==> src/rtl/stack_cmd_driver_if.sv <==
// ---------------------------------------------------------------------------
// stack_cmd_driver_if
// Purpose : bundles the button/switch inputs and the stack command bus of
//           stack_cmd_driver so the driver and its user share one handle.
// Signals :
//   btn_push/btn_pop/btn_exch/btn_clr  raw button levels (user -> driver)
//   sw[WIDTH]                          value to push      (user -> driver)
//   stk_w2/stk_w1/stk_w3               push/pop/exch command levels
//   stk_in[WIDTH]                      data to the stack
//   stk_clk                            commit pulse, stack acts on its fall
//   stk_rst                            stack clear, active low
//   depth[3]                           shadow depth 0..DEPTH
//   busy, err_over, err_under          status
// Modports:
//   master : the side that presses buttons and watches the stack bus
//   slave  : the driver itself
// ---------------------------------------------------------------------------
interface stack_cmd_driver_if #(
  parameter int WIDTH = 4
) ();

  logic             btn_push;
  logic             btn_pop;
  logic             btn_exch;
  logic             btn_clr;
  logic [WIDTH-1:0] sw;

  logic             stk_w2;
  logic             stk_w1;
  logic             stk_w3;
  logic [WIDTH-1:0] stk_in;
  logic             stk_clk;
  logic             stk_rst;
  logic [2:0]       depth;
  logic             busy;
  logic             err_over;
  logic             err_under;

  modport master (
    output btn_push, btn_pop, btn_exch, btn_clr, sw,
    input  stk_w2, stk_w1, stk_w3, stk_in, stk_clk, stk_rst,
    input  depth, busy, err_over, err_under
  );

  modport slave (
    input  btn_push, btn_pop, btn_exch, btn_clr, sw,
    output stk_w2, stk_w1, stk_w3, stk_in, stk_clk, stk_rst,
    output depth, busy, err_over, err_under
  );

endinterface

==> src/rtl/stack_cmd_driver.sv <==
// ---------------------------------------------------------------------------
// stack_cmd_driver
// Purpose : command initiator for a DEPTH-deep x WIDTH-bit push/pop/exch
//           stack. Each button press becomes at most one legal stack command:
//           one-hot command level, data, and a single stk_clk pulse whose
//           falling edge the stack samples. A shadow depth lets illegal
//           commands be refused here so they never reach the stack.
// Ports   :
//   ctl   in  system clock, rising edge
//   rst   in  asynchronous reset, active low
//   bus   slave modport of stack_cmd_driver_if:
//           btn_* / sw in, stk_w2/w1/w3, stk_in, stk_clk, stk_rst,
//           depth, busy, err_over, err_under out
// ---------------------------------------------------------------------------
module stack_cmd_driver #(
  parameter int DEPTH    = 4,
  parameter int WIDTH    = 4,
  parameter int HOLD_CYC = 2
) (
  input  logic               ctl,
  input  logic               rst,
  stack_cmd_driver_if.slave  bus
);

  localparam int             CNT_W     = (HOLD_CYC > 1) ? $clog2(HOLD_CYC) : 1;
  localparam logic [CNT_W-1:0] HOLD_LAST = CNT_W'(HOLD_CYC - 1);
  localparam logic [2:0]     DEPTH_MAX = 3'(DEPTH);

  // Button bit positions inside the synchronised vectors.
  localparam int B_PUSH = 0;
  localparam int B_POP  = 1;
  localparam int B_EXCH = 2;
  localparam int B_CLR  = 3;

  typedef enum logic [2:0] {
    S_IDLE,
    S_SETUP,
    S_STROBE,
    S_RELEASE,
    S_WAIT_UP
  } state_t;

  typedef enum logic [1:0] {
    C_PUSH,
    C_POP,
    C_EXCH,
    C_CLR
  } cmd_t;

  logic [3:0]       w_btnRaw;
  logic [3:0]       r_btnMeta;
  logic [3:0]       r_btnSync;
  logic [3:0]       r_btnPrev;
  logic [3:0]       w_btnEdge;

  state_t           r_state;
  state_t           w_stateNext;
  cmd_t             r_cmd;
  cmd_t             w_cmdNext;
  logic [CNT_W-1:0] r_holdCnt;
  logic [CNT_W-1:0] w_holdNext;
  logic [WIDTH-1:0] r_data;
  logic [WIDTH-1:0] w_dataNext;
  logic [2:0]       r_depth;
  logic [2:0]       w_depthNext;
  logic             r_errOver;
  logic             w_errOverNext;
  logic             r_errUnder;
  logic             w_errUnderNext;

  logic             r_stkW2;
  logic             r_stkW1;
  logic             r_stkW3;
  logic             r_stkClk;
  logic             r_stkRst;
  logic             r_busy;
  logic             w_stkW2Next;
  logic             w_stkW1Next;
  logic             w_stkW3Next;
  logic             w_stkClkNext;
  logic             w_stkRstNext;
  logic             w_busyNext;
  logic             w_active;

  assign w_btnRaw = {bus.btn_clr, bus.btn_exch, bus.btn_pop, bus.btn_push};

  // Buttons are asynchronous to ctl, so they pass through two flops before
  // anything looks at them. A third flop remembers the previous synced level
  // so only a 0->1 transition counts as a press; holding a button does nothing.
  always_ff @(posedge ctl or negedge rst) begin
    if (!rst) begin
      r_btnMeta <= '0;
      r_btnSync <= '0;
      r_btnPrev <= '0;
    end else begin
      r_btnMeta <= w_btnRaw;
      r_btnSync <= r_btnMeta;
      r_btnPrev <= r_btnSync;
    end
  end

  assign w_btnEdge = r_btnSync & ~r_btnPrev;

  // State register for the command sequencer.
  always_ff @(posedge ctl or negedge rst) begin
    if (!rst) begin
      r_state <= S_IDLE;
    end else begin
      r_state <= w_stateNext;
    end
  end

  // Next-state and next-output logic. Commands are only accepted in IDLE, in
  // priority clr > push > pop > exch, so edges during a command are simply
  // lost. Legality is judged against the shadow depth before anything is
  // driven: a refused command sets its sticky error and jumps to WAIT_UP so
  // stk_clk never moves. The depth changes on the STROBE->RELEASE step, i.e.
  // together with the stk_clk fall that commits the command in the stack.
  // Outputs are decoded from the next state and registered, which keeps the
  // stack-facing lines glitch free and lets async reset clear them at once.
  always_comb begin
    w_stateNext    = r_state;
    w_cmdNext      = r_cmd;
    w_holdNext     = r_holdCnt;
    w_dataNext     = r_data;
    w_depthNext    = r_depth;
    w_errOverNext  = r_errOver;
    w_errUnderNext = r_errUnder;

    case (r_state)
      S_IDLE: begin
        if (w_btnEdge[B_CLR]) begin
          w_cmdNext      = C_CLR;
          w_dataNext     = bus.sw;
          w_errOverNext  = 1'b0;
          w_errUnderNext = 1'b0;
          w_stateNext    = S_SETUP;
        end else if (w_btnEdge[B_PUSH]) begin
          if (r_depth == DEPTH_MAX) begin
            w_errOverNext = 1'b1;
            w_stateNext   = S_WAIT_UP;
          end else begin
            w_cmdNext      = C_PUSH;
            w_dataNext     = bus.sw;
            w_errOverNext  = 1'b0;
            w_errUnderNext = 1'b0;
            w_stateNext    = S_SETUP;
          end
        end else if (w_btnEdge[B_POP]) begin
          if (r_depth == 3'd0) begin
            w_errUnderNext = 1'b1;
            w_stateNext    = S_WAIT_UP;
          end else begin
            w_cmdNext      = C_POP;
            w_dataNext     = bus.sw;
            w_errOverNext  = 1'b0;
            w_errUnderNext = 1'b0;
            w_stateNext    = S_SETUP;
          end
        end else if (w_btnEdge[B_EXCH]) begin
          if (r_depth < 3'd2) begin
            w_errUnderNext = 1'b1;
            w_stateNext    = S_WAIT_UP;
          end else begin
            w_cmdNext      = C_EXCH;
            w_dataNext     = bus.sw;
            w_errOverNext  = 1'b0;
            w_errUnderNext = 1'b0;
            w_stateNext    = S_SETUP;
          end
        end
      end

      S_SETUP: begin
        w_holdNext  = '0;
        w_stateNext = S_STROBE;
      end

      S_STROBE: begin
        if (r_holdCnt == HOLD_LAST) begin
          w_stateNext = S_RELEASE;
          case (r_cmd)
            C_PUSH:  w_depthNext = r_depth + 3'd1;
            C_POP:   w_depthNext = r_depth - 3'd1;
            C_CLR:   w_depthNext = 3'd0;
            default: w_depthNext = r_depth;
          endcase
        end else begin
          w_holdNext = r_holdCnt + 1'b1;
        end
      end

      S_RELEASE: begin
        w_stateNext = S_WAIT_UP;
      end

      S_WAIT_UP: begin
        if (r_btnSync == 4'd0) begin
          w_stateNext = S_IDLE;
        end
      end

      default: begin
        w_stateNext = S_IDLE;
      end
    endcase

    w_active     = (w_stateNext == S_SETUP) || (w_stateNext == S_STROBE) ||
                   (w_stateNext == S_RELEASE);
    w_stkW2Next  = w_active && (w_cmdNext == C_PUSH);
    w_stkW1Next  = w_active && (w_cmdNext == C_POP);
    w_stkW3Next  = w_active && (w_cmdNext == C_EXCH);
    w_stkRstNext = !(w_active && (w_cmdNext == C_CLR));
    w_stkClkNext = (w_stateNext == S_STROBE);
    w_busyNext   = (w_stateNext != S_IDLE);
  end

  // Datapath and output registers. stk_rst idles high; everything else idles
  // low, and reset forces that immediately so a half-finished strobe is cut.
  always_ff @(posedge ctl or negedge rst) begin
    if (!rst) begin
      r_cmd      <= C_PUSH;
      r_holdCnt  <= '0;
      r_data     <= '0;
      r_depth    <= 3'd0;
      r_errOver  <= 1'b0;
      r_errUnder <= 1'b0;
      r_stkW2    <= 1'b0;
      r_stkW1    <= 1'b0;
      r_stkW3    <= 1'b0;
      r_stkClk   <= 1'b0;
      r_stkRst   <= 1'b1;
      r_busy     <= 1'b0;
    end else begin
      r_cmd      <= w_cmdNext;
      r_holdCnt  <= w_holdNext;
      r_data     <= w_dataNext;
      r_depth    <= w_depthNext;
      r_errOver  <= w_errOverNext;
      r_errUnder <= w_errUnderNext;
      r_stkW2    <= w_stkW2Next;
      r_stkW1    <= w_stkW1Next;
      r_stkW3    <= w_stkW3Next;
      r_stkClk   <= w_stkClkNext;
      r_stkRst   <= w_stkRstNext;
      r_busy     <= w_busyNext;
    end
  end

  assign bus.stk_w2    = r_stkW2;
  assign bus.stk_w1    = r_stkW1;
  assign bus.stk_w3    = r_stkW3;
  assign bus.stk_in    = r_data;
  assign bus.stk_clk   = r_stkClk;
  assign bus.stk_rst   = r_stkRst;
  assign bus.depth     = r_depth;
  assign bus.busy      = r_busy;
  assign bus.err_over  = r_errOver;
  assign bus.err_under = r_errUnder;

endmodule

==> src/flat_wrapper.sv <==
// flat-port wrapper written by rule: the top's interface ports become plain ports
module stack_cmd_driver_flat 
#(
  parameter int DEPTH    = 4,
  parameter int WIDTH    = 4,
  parameter int HOLD_CYC = 2
)
  (ctl, rst, bus_btn_push, bus_btn_pop, bus_btn_exch, bus_btn_clr, bus_sw, bus_stk_w2, bus_stk_w1, bus_stk_w3, bus_stk_in, bus_stk_clk, bus_stk_rst, bus_depth, bus_busy, bus_err_over, bus_err_under);
  stack_cmd_driver_if #(.WIDTH(WIDTH)) bus_i ();
  input  logic ctl;
  input  logic rst;
  input wire logic [$bits(bus_i.btn_push)-1:0] bus_btn_push;
  input wire logic [$bits(bus_i.btn_pop)-1:0] bus_btn_pop;
  input wire logic [$bits(bus_i.btn_exch)-1:0] bus_btn_exch;
  input wire logic [$bits(bus_i.btn_clr)-1:0] bus_btn_clr;
  input wire logic [$bits(bus_i.sw)-1:0] bus_sw;
  output wire logic [$bits(bus_i.stk_w2)-1:0] bus_stk_w2;
  output wire logic [$bits(bus_i.stk_w1)-1:0] bus_stk_w1;
  output wire logic [$bits(bus_i.stk_w3)-1:0] bus_stk_w3;
  output wire logic [$bits(bus_i.stk_in)-1:0] bus_stk_in;
  output wire logic [$bits(bus_i.stk_clk)-1:0] bus_stk_clk;
  output wire logic [$bits(bus_i.stk_rst)-1:0] bus_stk_rst;
  output wire logic [$bits(bus_i.depth)-1:0] bus_depth;
  output wire logic [$bits(bus_i.busy)-1:0] bus_busy;
  output wire logic [$bits(bus_i.err_over)-1:0] bus_err_over;
  output wire logic [$bits(bus_i.err_under)-1:0] bus_err_under;
  assign bus_i.btn_push = bus_btn_push;
  assign bus_i.btn_pop = bus_btn_pop;
  assign bus_i.btn_exch = bus_btn_exch;
  assign bus_i.btn_clr = bus_btn_clr;
  assign bus_i.sw = bus_sw;
  assign bus_stk_w2 = bus_i.stk_w2;
  assign bus_stk_w1 = bus_i.stk_w1;
  assign bus_stk_w3 = bus_i.stk_w3;
  assign bus_stk_in = bus_i.stk_in;
  assign bus_stk_clk = bus_i.stk_clk;
  assign bus_stk_rst = bus_i.stk_rst;
  assign bus_depth = bus_i.depth;
  assign bus_busy = bus_i.busy;
  assign bus_err_over = bus_i.err_over;
  assign bus_err_under = bus_i.err_under;
  stack_cmd_driver #(.DEPTH(DEPTH), .WIDTH(WIDTH), .HOLD_CYC(HOLD_CYC)) u_core (.ctl(ctl), .rst(rst), .bus(bus_i));
endmodule
==> config.mk <==
export PLATFORM = sky130hd
export DESIGN_NAME = stack_cmd_driver_flat
export DESIGN_NICKNAME = d
export VERILOG_FILES = /design/src/rtl/stack_cmd_driver_if.sv /design/src/rtl/stack_cmd_driver.sv /design/src/flat_wrapper.sv
export SDC_FILE = /design/constraint.sdc
export NUM_CORES = 1
export LEC_CHECK = 0
export BUFFER_PORTS_ARGS = -buffer_cell sky130_fd_sc_hd__buf_2
export CAP_MARGIN = 10
export CORE_MARGIN = 4
export CORE_UTILIZATION = 53
export CTS_BUF_LIST = sky130_fd_sc_hd__clkbuf_16
export DETAILED_ROUTE_END_ITERATION = 6
export PLACE_DENSITY = 0.81
export SLEW_MARGIN = 20
export SYNTH_ARGS = -nofsm -noshare
export SYNTH_HDL_FRONTEND = slang
export SYNTH_SLANG_ARGS = --single-unit
==> constraint.sdc <==
create_clock -name ctl -period 2.4 [get_ports ctl]
set_input_delay 0.36 -clock ctl [delete_from_list [all_inputs] [get_ports ctl]]
set_output_delay 0.36 -clock ctl [all_outputs]
set_load 0.1 [all_outputs]
# After elaboration in Yosys (flattened, before gate mapping)
# Index checks and enable logic that the tools add are counted.
[word_totals] reg_bits=33 in_bits=10 out_inout_bits=15 word_cells=100
[classes] add_sub_neg=3 order_cmp=1 n_eq_ne=16 n_mux=42 bitwise=2 n_reduce_logical=20
[op_table] operator="$mux W4" count=7
[op_table] operator="$mux W3" count=9
[op_table] operator="$mux W2" count=8
[op_table] operator="$mux W1" count=15
[op_table] operator="$pmux W3 S5" count=1
[op_table] operator="$eq A3 B2 Y1 const B" count=4
[op_table] operator="$pmux W3 S3" count=1
[op_table] operator="$eq A2 B2 Y1 const B" count=3
[op_table] operator="$eq A3 B1 Y1 const B" count=2
[op_table] operator="$eq A3 B3 Y1 const B" count=2
[op_table] operator="$logic_not A3 Y1" count=2
[op_table] operator="$reduce_and A3 Y1" count=2
[op_table] operator="$reduce_bool A3 Y1" count=2
[op_table] operator="$reduce_and A5 Y1" count=1
[op_table] operator="$and A4 B4 Y4" count=1
[op_table] operator="$eq A2 B1 Y1 const B" count=2
[op_table] operator="$logic_and A1 B1 Y1" count=4
[op_table] operator="$logic_not A2 Y1" count=2
[op_table] operator="$logic_not A4 Y1" count=1
[op_table] operator="$ne A4 B1 Y1 const B" count=1
[op_table] operator="$ne A4 B3 Y1 const B" count=1
[op_table] operator="$not A4 Y4" count=1
[op_table] operator="$reduce_and A4 Y1" count=1
[op_table] operator="$reduce_bool A4 Y1" count=1
[op_table] operator="other kinds (9)" count=10

# Depth between registers and ports, before layout
# Gate-level depths: netlist (run 1).
[logic_depth] depth_word=12 ltp_mapped=6 ltp_nobuf=6

# Least setup slack after synthesis (run 1)
# Ideal clock, no wire load.
[synth_path] path_kind="reg2reg" from="reg u_core.r_depth[2] (netlist: u_core.bus.depth[2])" to="reg u_core.r_stkW3 (netlist: u_core.bus.stk_w3)" setup_time_ns=0.080 t_arrival_ns=2.187 path_slack_ns=0.132 path_stages_with_launch=7 n_path_buf=0 cell_sequence="dfrtp_1 -> nor2_2 -> o311a_4 -> a21o_1 -> a221oi_2 -> inv_2 -> nor3b_2"
[synth_between] elab_cells_between_ends=26
[synth_lines] item="start, declared" line="stack_cmd_driver.sv:64" source="logic [2:0] r_depth;"
[synth_lines] item="start signal, assigned" line="stack_cmd_driver.sv:238" source="r_depth <= w_depthNext;"
[synth_lines] item="$lt A3 B2 Y1" line="stack_cmd_driver.sv:161" source="if (r_depth < 3'd2) begin"
[synth_lines] item="$mux W2" line="stack_cmd_driver.sv:161"
[synth_lines] item="$mux W2" line="stack_cmd_driver.sv:160" source="end else if (w_btnEdge[B_EXCH]) begin"
[synth_lines] item="$mux W2" line="stack_cmd_driver.sv:149" source="end else if (w_btnEdge[B_POP]) begin"
[synth_lines] item="$mux W2 *" line="stack_cmd_driver.sv:138" source="end else if (w_btnEdge[B_PUSH]) begin"
[synth_lines] item="$mux W2 *" line="stack_cmd_driver.sv:132" source="if (w_btnEdge[B_CLR]) begin"
[synth_lines] item="$mux W2 *" line="stack_cmd_driver.sv:130" source="case (r_state)"
[synth_lines] item="named net u_core.w_cmdNext[0]" line="stack_cmd_driver.sv:59" source="cmd_t w_cmdNext;"
[synth_lines] item="$eq A2 B2 Y1 *" line="stack_cmd_driver.sv:212" source="w_stkW3Next = w_active && (w_cmdNext == C_EXCH);"
[synth_lines] item="$logic_and A1 B1 Y1 *" line="stack_cmd_driver.sv:212"
[synth_lines] item="named net u_core.w_stkW3Next" line="stack_cmd_driver.sv:79" source="logic w_stkW3Next;"
[synth_lines] item="end signal, assigned" line="stack_cmd_driver.sv:243" source="r_stkW3 <= w_stkW3Next;"
[synth_lines] item="end, declared" line="stack_cmd_driver.sv:73" source="logic r_stkW3;"
# The timed path passes the listed nets; every way through them passes the cells marked *.
# A chain may end at the register's enable or synchronous reset.

# Worst setup path in the final report (run 1)
[layout_path] from="reg u_core.r_state[2]" to="reg u_core.r_data[0] (netlist: u_core.bus.stk_in[0])"
[layout_between] elab_chain_cells=2
[layout_rtl] item="start, declared" line="stack_cmd_driver.sv:56" source="state_t r_state;"
[layout_rtl] item="start signal, assigned" line="stack_cmd_driver.sv:109" source="r_state <= w_stateNext;"
[layout_rtl] item="$logic_not A3 Y1" line="stack_cmd_driver.sv:130"
[layout_rtl] item="$reduce_and A5 Y1 (no source line)"
[layout_rtl] item="end signal, assigned" line="stack_cmd_driver.sv:237" source="r_data <= w_dataNext;"
[layout_rtl] item="end, declared" line="stack_cmd_driver.sv:62" source="logic [WIDTH-1:0] r_data;"
# Every way passes these cells.

==> results of run 1 <==
cells in the final DEF, fill, tap and decap left out, types with 2 or more instances in the layout:
| cell | count |
|---|---|
| a221oi_2 | 2 |
| inv_1 | 5 |
| o21ai_0 | 5 |
| nor3_1 | 4 |
| mux2_2 | 4 |
| o2111ai_1 | 2 |
| buf_2 | 24 |
| clkinv_1 | 2 |
| nand2b_1 | 6 |
| nand2_1 | 9 |
| clkbuf_16 | 5 |
| nor2b_1 | 3 |
| nor2_1 | 10 |
| dfrtp_1 | 32 |
| a21oi_1 | 5 |
| a21o_1 | 4 |
| nor4_1 | 2 |
worst max path at each step:
stage,startpoint,to,cells after the start
floorplan,u_core.bus.depth[2],u_core.bus.stk_w3,6
global placement,u_core.r_state[2],u_core.bus.stk_in[2],5
detailed placement,u_core.r_state[2],u_core.bus.stk_in[0],5
CTS,u_core.r_state[2],u_core.bus.stk_in[0],5
global route,u_core.bus.depth[0],u_core.bus.stk_w1,5
finish,u_core.r_state[2],u_core.bus.stk_in[0],5
metal layers:
metal | track usage | part of all wire
met5 | 0 | 0
met4 | 0.0680 | 0.018
met3 | 0.0588 | 0.064
met2 | 0.295 | 0.48
met1 | 0.226 | 0.43
stage by stage:
step           utilization  setup WS [ns]  instance area [µm²]  hold slack, ns
5_1_grt              0.678          0.311                 1690           0.185
2_1_floorplan            -          0.132                 1390          0.0644
6_report             0.678          0.478                 1690           0.135
3_3_place_gp         0.623          0.612                 1560           0.332
4_1_cts              0.678          0.502                 1690           0.160
3_5_place_dp         0.623          0.527                 1560           0.337
cell families after synthesis:
group	Yosys count	share of synthesized area
adders and majority gates	1	0.0144
AOI/OAI and AO/OA	27	0.153
muxes	5	0.0396
xor gates and xnor gates	2	0.0126
DFF	33	0.594
buffers and inverters	6	0.0162
and+or+nand+nor	43	0.170
cells in the mapped netlist (2+ instances only):
master	number	area share
dfrtp_1	32	0.58
nor2_1	10	0.027
nand2_1	9	0.024
nand2b_1	6	0.027
a21oi_1	5	0.018
inv_1	5	0.013
o21ai_0	5	0.018
a21o_1	4	0.022
mux2_2	4	0.032
nor3_1	4	0.014
nor2b_1	3	0.013
a221oi_2	2	0.022
nor4_1	2	0.0090
o2111ai_1	2	0.013
flip-flops by register name, indices dropped and copies added (netlist names), 2 cells and up:
register and count:
u_core.r_btnPrev 4, u_core.r_cmd 2, u_core.r_btnMeta 4, u_core.r_state 3
u_core.bus.stk_in 4, u_core.bus.depth 3, u_core.r_btnSync 4
area by class of cell:
cell class,count,share of cell area
clock buffer,5,0.0739
clock inverter,3,0.00739
inverter,6,0.0133
multi-input combinational,78,0.320
sequential,33,0.488
tap,30,0.0222
timing repair buffer,25,0.0753
==> impl_results.md, run 1 <==
- Dpl cells: 172
- Post-synth EDFFs: 0
- Seq/Total Area, Yosys: 0.594
- Worst r2r src: u_core.r_state[2]
- Post-Route WL: 2730 µm
- Worst-Skew Late Latency: 0.27 ns
- Synthesized cell area: 1390 µm²
- Synth Instances: 117
- Post_cts resized: 0
- Vias in the first global route: 995
- Status: completed
- Gr ovfl total: 0
- Req. time, crit path: 2.55 ns
- Synth cell types: 38
- RR Endpoint: u_core.bus.stk_in[0]
- Largest net degree at the start of global routing: 34
- Clk sink count: 33
- Fmax: 520 MHz
- Crit path DAT: 2.08 ns
- Synth warn: 0
- Worst setup SP type: register
- Ys flop type: dfrtp_1
- Layout cell share with drive strength beyond 1: 0.307
- Post-CTS Repair Setup Buffers: 0
- Tmin final: 1.92 ns
- Vias: 1000
- Top delay family on crit path: simple AND/OR/NAND/NOR gates
- Hold crit path type: in2async
- Fin. max-slew vios: 0
- First-pass GRT wire length: 4630 µm
- Final std cells w/o fill: 180
- CP max-delay cell: dfrtp_1
- Max-cap violations: 0
- Worst-Margin Slew: 0.697 ns
- Final #Nets: 160
- Drt via density: 5.56
- Yosys reg bits: 33
- Initial Utilization: 0.557
- Final ANT Viol Nets: 0
- Die width: 59.2 µm
- ANT cells: 0
- Final Skew: 0.00433 ns
- Syn Nets: 128
- Register-to-Register Path Depth: 5
- Die Height: 59.2 µm
- Worst setup EP type: register
- Detailed Place HPWL: 2000 µm
- Floorplan core area: 2500 µm²
- WS Path Type: reg2reg
- CP max FO: 8
- Site row count: 18
- Slowest stage delay, CP: 0.47 ns
- Layout area overhead: 21.8%
- Hold Vio Cnt, Final: 0
- Slew HR: 0.535
- Root Buffer: clkbuf_16
- Top Ports: 25
- Ys async rst share: 1.00
- DRC viols: 0
- IO buf count: 24
- Filler cells: 179
- Register area: 827 µm²
- Buffers and inverters on the worst path: 0
- Hold-fix buffers at CTS: 0
- RSZ-0062 raised after global routing: false
- Drt wl/cell: 15.2 µm
- Drt pass-1 iters: 4
- Iter 0 DRT Violations: 44
- CTS clock-pin slew for the worst setup and hold paths: 0.05 ns
- Period utilisation layout: 0.801
- Crit-path cells: nor3_4, nand2_1, a221oi_2, a21o_2, mux2_2
- CTS buffer count: 5
- TritonCTS clock tree: done
- H-tree Lvls: 2
- Setup_tns: 0 ns
- Routability congestion estimate: 0.947
- Initial antenna violation count: 0
- Tot GR Track Use: 0.182
- Mean Syn Cell Area: 11.9 µm²
- Flop2flop setup slack: 0.48 ns
- Clock buffer depth: 2
- Die area: 3510 µm²
- Multi-input gate area: 542 µm²
- Setup violators final: 0
Power of run 1 is not shown: default switching activity piles up to over one toggle a cycle in this logic, so the estimate is an artifact.
==> run 2, diff against run 1 <==
--- a/config.mk
+++ b/config.mk
@@ -5,13 +5,14 @@
 export SDC_FILE = /design/constraint.sdc
 export NUM_CORES = 1
 export LEC_CHECK = 0
+export ABC_AREA = 1
 export BUFFER_PORTS_ARGS = -buffer_cell sky130_fd_sc_hd__buf_2
 export CAP_MARGIN = 10
 export CORE_MARGIN = 4
-export CORE_UTILIZATION = 53
+export CORE_UTILIZATION = 49
 export CTS_BUF_LIST = sky130_fd_sc_hd__clkbuf_16
 export DETAILED_ROUTE_END_ITERATION = 6
-export PLACE_DENSITY = 0.81
+export PLACE_DENSITY = 0.79
 export SLEW_MARGIN = 20
 export SYNTH_ARGS = -nofsm -noshare
 export SYNTH_HDL_FRONTEND = slang
==> constraint.sdc (replaced) <==
create_clock -name ctl -period 1.6 [get_ports ctl]
set_input_delay 0.24 -clock ctl [delete_from_list [all_inputs] [get_ports ctl]]
set_output_delay 0.24 -clock ctl [all_outputs]
set_load 0.1 [all_outputs]
==> impl_results.md, run 2 <==
- Hold crit path type: in2reg
- Drt wl/cell: 12.6 µm (-17%)
- Final #Nets: 199 (+24%)
- CTS buffer count: 5 (unchanged)
- Flop2flop setup slack: 0.07 ns (-0.41 ns)
- Root Buffer: clkbuf_16
- Final ANT Viol Nets: 0 (unchanged)
- Synth warn: 0 (unchanged)
- Post-synthesis mux area share: 0 (-0.0396)
- Worst-Skew Late Latency: 0.28 ns (about the same)
- Largest net degree at the start of global routing: 23 (-32%)
- Worst-Margin Slew: 0.489 ns (-0.209 ns)
- DRC viols: 0 (unchanged)
- Commonest non-fill, non-tap cell in the layout: nand2_1
- Register-to-Register Path Depth: 3 (-2)
- Setup violators final: 0 (unchanged)
- TritonCTS clock tree: done
- Slowest stage delay, CP: 0.49 ns (+0.02 ns)
- Layout cell share with drive strength beyond 1: 0.360 (+0.0531)
- Routability congestion estimate: 0.834 (-12%)
- Largest family of logic cells by synthesized area: simple AND/OR/NAND/NOR gates
- Ys async rst share: 1.00 (unchanged)
- Gr ovfl total: 0 (unchanged)
- Post-DP Area: 1660 µm² (+6.6%)
- Syn Nets: 165 (+29%)
- CP max FO: 3 (-5)
- Synthesized cell area: 1480 µm² (+6.7%)
- Clock buffer depth: 2 (unchanged)
- Max-cap violations: 0 (unchanged)
- RSZ-0062 raised after global routing: true
- Post-synth top area cell: dfrtp_1
- Hold Vio Cnt, Final: 0 (unchanged)
- Ys flop type: dfrtp_1
- Die area: 3970 µm² (+13%)
- First-pass GRT wire length: 5200 µm (+12%)
- Synth Area in Compound Gates: 0.0776 (-0.0753)
- Slew HR: 0.676 (+0.141)
- Setup_tns: 0 ns (unchanged)
- Die width: 63.0 µm (+6.4%)
- Drt via density: 5.11 (-8.0%)
- ANT cells: 0 (unchanged)
- Seq/Total Area, Yosys: 0.557 (-0.0371)
- Worst setup EP type: register
- Synth top cells by count: nand2_1 (37), dfrtp_1 (32), inv_1 (13), nand3_1 (13), nor2_1 (12)
- Die Height: 63.0 µm (+6.4%)
- Req. time, crit path: 1.74 ns (-0.81 ns)
- CP max-delay cell: dfrtp_4
- Crit path DAT: 1.68 ns (-0.40 ns)
- Synth Instances: 154 (+32%)
- Detailed Place HPWL: 2110 µm (+5.7%)
- CTS clock-pin slew for the worst setup and hold paths: 0.05 ns (about the same)
- Initial Utilization: 0.525 (-0.0320)
- Fin. max-slew vios: 0 (unchanged)
- H-tree Lvls: 2 (unchanged)
- Vias: 1124 (+12%)
- Site row count: 19 (+1)
- Fmax: 652 MHz (+25%)
- Tot GR Track Use: 0.176 (-0.00590)
- Tmin final: 1.53 ns (-0.389 ns)
- Top Ports: 25 (unchanged)
- Top post-synthesis cells by area: dfrtp_1 (54%), nand2_1 (9.4%), nand3_1 (4.4%), nand2_4 (3.8%), nand2_2 (3.4%)
- Worst r2r src: u_core.bus.depth[1]
- Synth cell types: 21 (-45%)
- Filler cells: 227 (+27%)
- Layout area overhead: 22.5%
- Period utilisation layout: 0.958 (+0.157)
- Top-count cell post-synth: nand2_1
- Clk sink count: 33 (unchanged)
- Vias in the first global route: 1163 (+17%)
- IO buf count: 24 (unchanged)
- Post-Synth Adder-Cell Area: 0.0135 (-0.000898)
- Status: completed
- RR Endpoint: u_core.bus.depth[1]
- Worst setup SP type: register
- WS Path Type: reg2reg
- Synth Area in Simple Gates: 0.293 (+0.123)
- Drt pass-1 iters: 4 (unchanged)
- Crit-path cells: inv_2, fa_2, o32ai_1
- Top cell type's share of synthesized area: 0.540 (-0.0359)
- Hold Crit Start: bus_btn_exch
- Most frequent cells in the layout: nand2_1 (37), dfrtp_1 (29), buf_2 (24)
- Post-Layout Inst Area: 1820 µm² (+7.3%)
- Post-Route WL: 2770 µm (+1.4%)
- Initial antenna violation count: 0 (unchanged)
- Iter 0 DRT Violations: 53 (+20%)
- Critical Path Sink: u_core.bus.depth[1]
- Final Skew: 0.00479 ns (+0.000460 ns)
- Mean Syn Cell Area: 9.64 µm² (-19%)
- Yosys reg bits: 33 (unchanged)
- Critical Path Start: u_core.bus.depth[1]
- Post-synth EDFFs: 0 (unchanged)
- XOR/XNOR share of the synthesized area: 0.00590 (-0.00669)
- Floorplan core area: 2830 µm² (+13%)
[run 2: cell types whose count changed after synthesis, sizes merged, moves of 3 or more]
| cell | delta |
|---|---|
| a21o | -5 |
| a21oi | +5 |
| inv | +15 |
| mux2 | -4 |
| nand2 | +41 |
| nand2b | -6 |
| nand3 | +15 |
| nor2 | +4 |
| nor2b | -3 |
| nor3 | -6 |
[run 2: layer usage]
layer | up-vias | global-route usage | part of all wire
li1 | 556 | - | -
met1 | 529 | 0.199 | 0.41
met2 | 31 | 0.285 | 0.50
met3 | 8 | 0.0647 | 0.063
met4 | 0 | 0.0992 | 0.030
met5 | - | 0 | 0
[run 2: worst min-delay path by stage]
stage	end	slack [ns]	cells past startpoint
5_1_grt	u_core.r_btnMeta[0]	0.05	1
3_3_place_gp	u_core.bus.depth[0]	0.21	1
6_report	u_core.r_btnMeta[2]	0.07	1
2_1_floorplan	u_core.bus.busy	-0.06	0
3_5_place_dp	u_core.bus.depth[0]	0.22	1
4_1_cts	u_core.r_btnMeta[3]	0.06	1
[run 2: cells by family (layout without fill, tap and decap cells)]
family                     after synthesis  after routing
and+or+nand+nor                         83             83
AOI/OAI and AO/OA                       15             15
DFF                                     33             33
xor gates and xnor gates                 1              1
buffers and inverters                   21             56
adders and majority gates                1              1
[run 2: layout make-up]
type                    count  area (µm²)  share of cell area
clock inverters             3        13.8             0.00757
flip-flops and latches     33         836               0.460
inverters                  21        78.8              0.0434
repair buffers             27         145              0.0798
multi-input cells         100         581               0.319
well taps                  31        38.8              0.0213
clock buffers               5         125              0.0688
[run 2: timing repair]
action / 4_1_cts / 5_1_grt
endpoints found under the hold margin: 21 / 0
setup buffers: 0 / 1
hold buffers: 1 / 0
endpoints found under the setup margin: 0 / 3
gates resized for setup: 0 / 1
[run 2: per-stage QoR]
stage               hold WS, ns   util  setup WS (ns)  instances
CTS                      0.0611  0.639         0.0709        219
floorplan               -0.0556      -         -0.116        154
finish                   0.0720  0.643         0.0671        220
detailed placement        0.220  0.586         0.0829        210
global route             0.0543  0.643        -0.0180        220
global placement          0.212  0.586          0.133        210
[run 2: critical path, delay by kind of cell (launching register included)]
family                   cells  cell delay, ns
flip-flops                   1            0.49
buffers and inverters        1            0.11
adder cells (fa/ha/maj)      1            0.44
AO/OA/AOI/OAI                1            0.36
Power of run 2 is left out for the same reason.
==> run 3, diff against run 2 <==
--- a/config.mk
+++ b/config.mk
@@ -5,14 +5,14 @@
 export SDC_FILE = /design/constraint.sdc
 export NUM_CORES = 1
 export LEC_CHECK = 0
-export ABC_AREA = 1
 export BUFFER_PORTS_ARGS = -buffer_cell sky130_fd_sc_hd__buf_2
 export CAP_MARGIN = 10
 export CORE_MARGIN = 4
-export CORE_UTILIZATION = 49
+export CORE_UTILIZATION = 53
 export CTS_BUF_LIST = sky130_fd_sc_hd__clkbuf_16
 export DETAILED_ROUTE_END_ITERATION = 6
-export PLACE_DENSITY = 0.79
+export GPL_TIMING_DRIVEN = 1
+export PLACE_DENSITY = 0.81
 export SLEW_MARGIN = 20
 export SYNTH_ARGS = -nofsm -noshare
 export SYNTH_HDL_FRONTEND = slang
==> constraint.sdc (replaced) <==
create_clock -name ctl -period 1.7 [get_ports ctl]
set_input_delay 0.255 -clock ctl [delete_from_list [all_inputs] [get_ports ctl]]
set_output_delay 0.255 -clock ctl [all_outputs]
set_load 0.1 [all_outputs]
==> impl_results.md, run 3 (same netlist as run 1, synthesis figures left out) <==
- Status: completed
- CP max-delay cell: dfrtp_2
- Top Ports: 25 (unchanged)
- Final #Nets: 169 (-15%)
- Worst setup SP type: register
- Floorplan core area: 2500 µm² (-12%)
- Hold crit path type: in2async
- Register-to-Register Path Depth: 4 (+1)
- Die Height: 59.2 µm (-6.0%)
- Post-Route WL: 2930 µm (+5.9%)
- RSZ-0062 raised after global routing: true
- First-pass GRT wire length: 5330 µm (+2.7%)
- Iter 0 DRT Violations: 20 (-62%)
- Post-Layout Inst Area: 1840 µm² (+1.2%)
- Vias: 1067 (-5.1%)
- Clock buffer depth: 2 (unchanged)
- Hold Vio Cnt, Final: 0 (unchanged)
- CTS clock-pin slew for the worst setup and hold paths: 0.05 ns (about the same)
- DRC viols: 0 (unchanged)
- CP max FO: 8 (+5)
- Layout cell share with drive strength beyond 1: 0.453 (+0.0930)
- Slowest stage delay, CP: 0.46 ns (-0.03 ns)
- Top delay family on crit path: simple AND/OR/NAND/NOR gates
- Worst-Skew Late Latency: 0.27 ns (about the same)
- Drt via density: 5.65 (+10%)
- Final Skew: 0.00201 ns (-0.00278 ns)
- Worst-Margin Slew: 0.695 ns (+0.206 ns)
- Gr ovfl total: 0 (unchanged)
- Slew HR: 0.537 (-0.139)
- Tmin final: 1.67 ns (+0.134 ns)
- ANT cells: 0 (unchanged)
- WS Path Type: reg2reg
- Initial Utilization: 0.557 (+0.0320)
- Most frequent cells in the layout: dfrtp_1 (25), buf_2 (24), buf_4 (10)
- Post-DP Area: 1650 µm² (-0.75%)
- Routability congestion estimate: 0.918 (+10%)
- Setup violators final: 0 (unchanged)
- Drt wl/cell: 15.5 µm (+23%)
- Largest net degree at the start of global routing: 34 (+48%)
- Dpl cells: 180 (-14%)
- Fmax: 600 MHz (-8.1%)
- Buffers and inverters on the worst path: 0 (-1)
- Req. time, crit path: 1.90 ns (+0.16 ns)
- Final std cells w/o fill: 189 (-14%)
- Clk sink count: 33 (unchanged)
- TritonCTS clock tree: done
- Vias in the first global route: 1159 (-0.34%)
- H-tree Lvls: 2 (unchanged)
- Commonest non-fill, non-tap cell in the layout: dfrtp_1
- Root Buffer: clkbuf_16
- Crit path DAT: 1.86 ns (+0.18 ns)
- Setup_tns: 0 ns (unchanged)
- Period utilisation layout: 0.981 (+0.0227)
- Worst setup EP type: register
- Tot GR Track Use: 0.207 (+0.0308)
- Die area: 3510 µm² (-12%)
- WP depth: 4 (+1)
- Initial antenna violation count: 0 (unchanged)
- Drt pass-1 iters: 4 (unchanged)
- Detailed Place HPWL: 2090 µm (-1.1%)
- Crit-path cells: or3_1, nor4_1, o31a_1, nor3b_2
- CTS buffer count: 5 (unchanged)
- Fin. max-slew vios: 0 (unchanged)
- Max-cap violations: 0 (unchanged)
- Site row count: 18 (-1)
- IO buf count: 24 (unchanged)
- Layout area overhead: 32.2%
- Final ANT Viol Nets: 0 (unchanged)
- Die width: 59.2 µm (-6.0%)
run 3: what timing repair did:
action / CTS / global route
hold buffers: 0 / 0
gates resized for setup: 5 / 6
pin swaps: 0 / 5
endpoints found under the hold margin: 0 / 0
endpoints found under the setup margin: 7 / 9
buffers inserted: 0 / 1
cloned: 0 / 0
run 3: cell type report:
cell class	instances	area, µm²
Sequential cell	33	843
Multi-Input combinational cell	78	602
Tap cell	30	37.5
Clock buffer	5	125
Fill cell	170	661
Clock inverter	3	13.8
Inverter	6	22.5
Timing Repair Buffer	34	195
run 3: final timing paths:
path / slack [ns] / startpoint / to
setup / recovery: 0.03 / u_core.r_state[2] / u_core.bus.stk_w3
hold / removal: 0.03 / rst / u_core.bus.depth[1]
setup reg to reg: 0.03 / u_core.r_state[2] / u_core.bus.stk_w3
hold reg to reg: 0.35 / u_core.r_btnMeta[1] / u_core.r_btnSync[1]
max in group asynchronous: 1.15 / rst / u_core.bus.depth[2]
min in group ctl: 0.09 / bus_btn_push / u_core.r_btnMeta[0]
run 3: per-stage QoR:
| stage | hold slack [ns] | setup WS, ns | utilization |
|---|---|---|---|
| after global routing | 0.0796 | -0.0524 | 0.736 |
| after CTS | 0.0558 | 0.00170 | 0.725 |
| final | 0.0287 | 0.0328 | 0.736 |
| after detailed placement | 0.336 | -0.0245 | 0.659 |
| after floorplan | -0.0406 | -0.0416 | - |
| after global placement | 0.332 | 0.0151 | 0.659 |
run 3: layer usage:
| metal | GRT usage | wire length [µm] |
|---|---|---|
| met5 | 0 | 0 |
| met4 | 0.0809 | 52 |
| met3 | 0.0675 | 181 |
| met2 | 0.328 | 1470 |
| met1 | 0.262 | 1220 |
Power of run 3 is left out for the same reason.
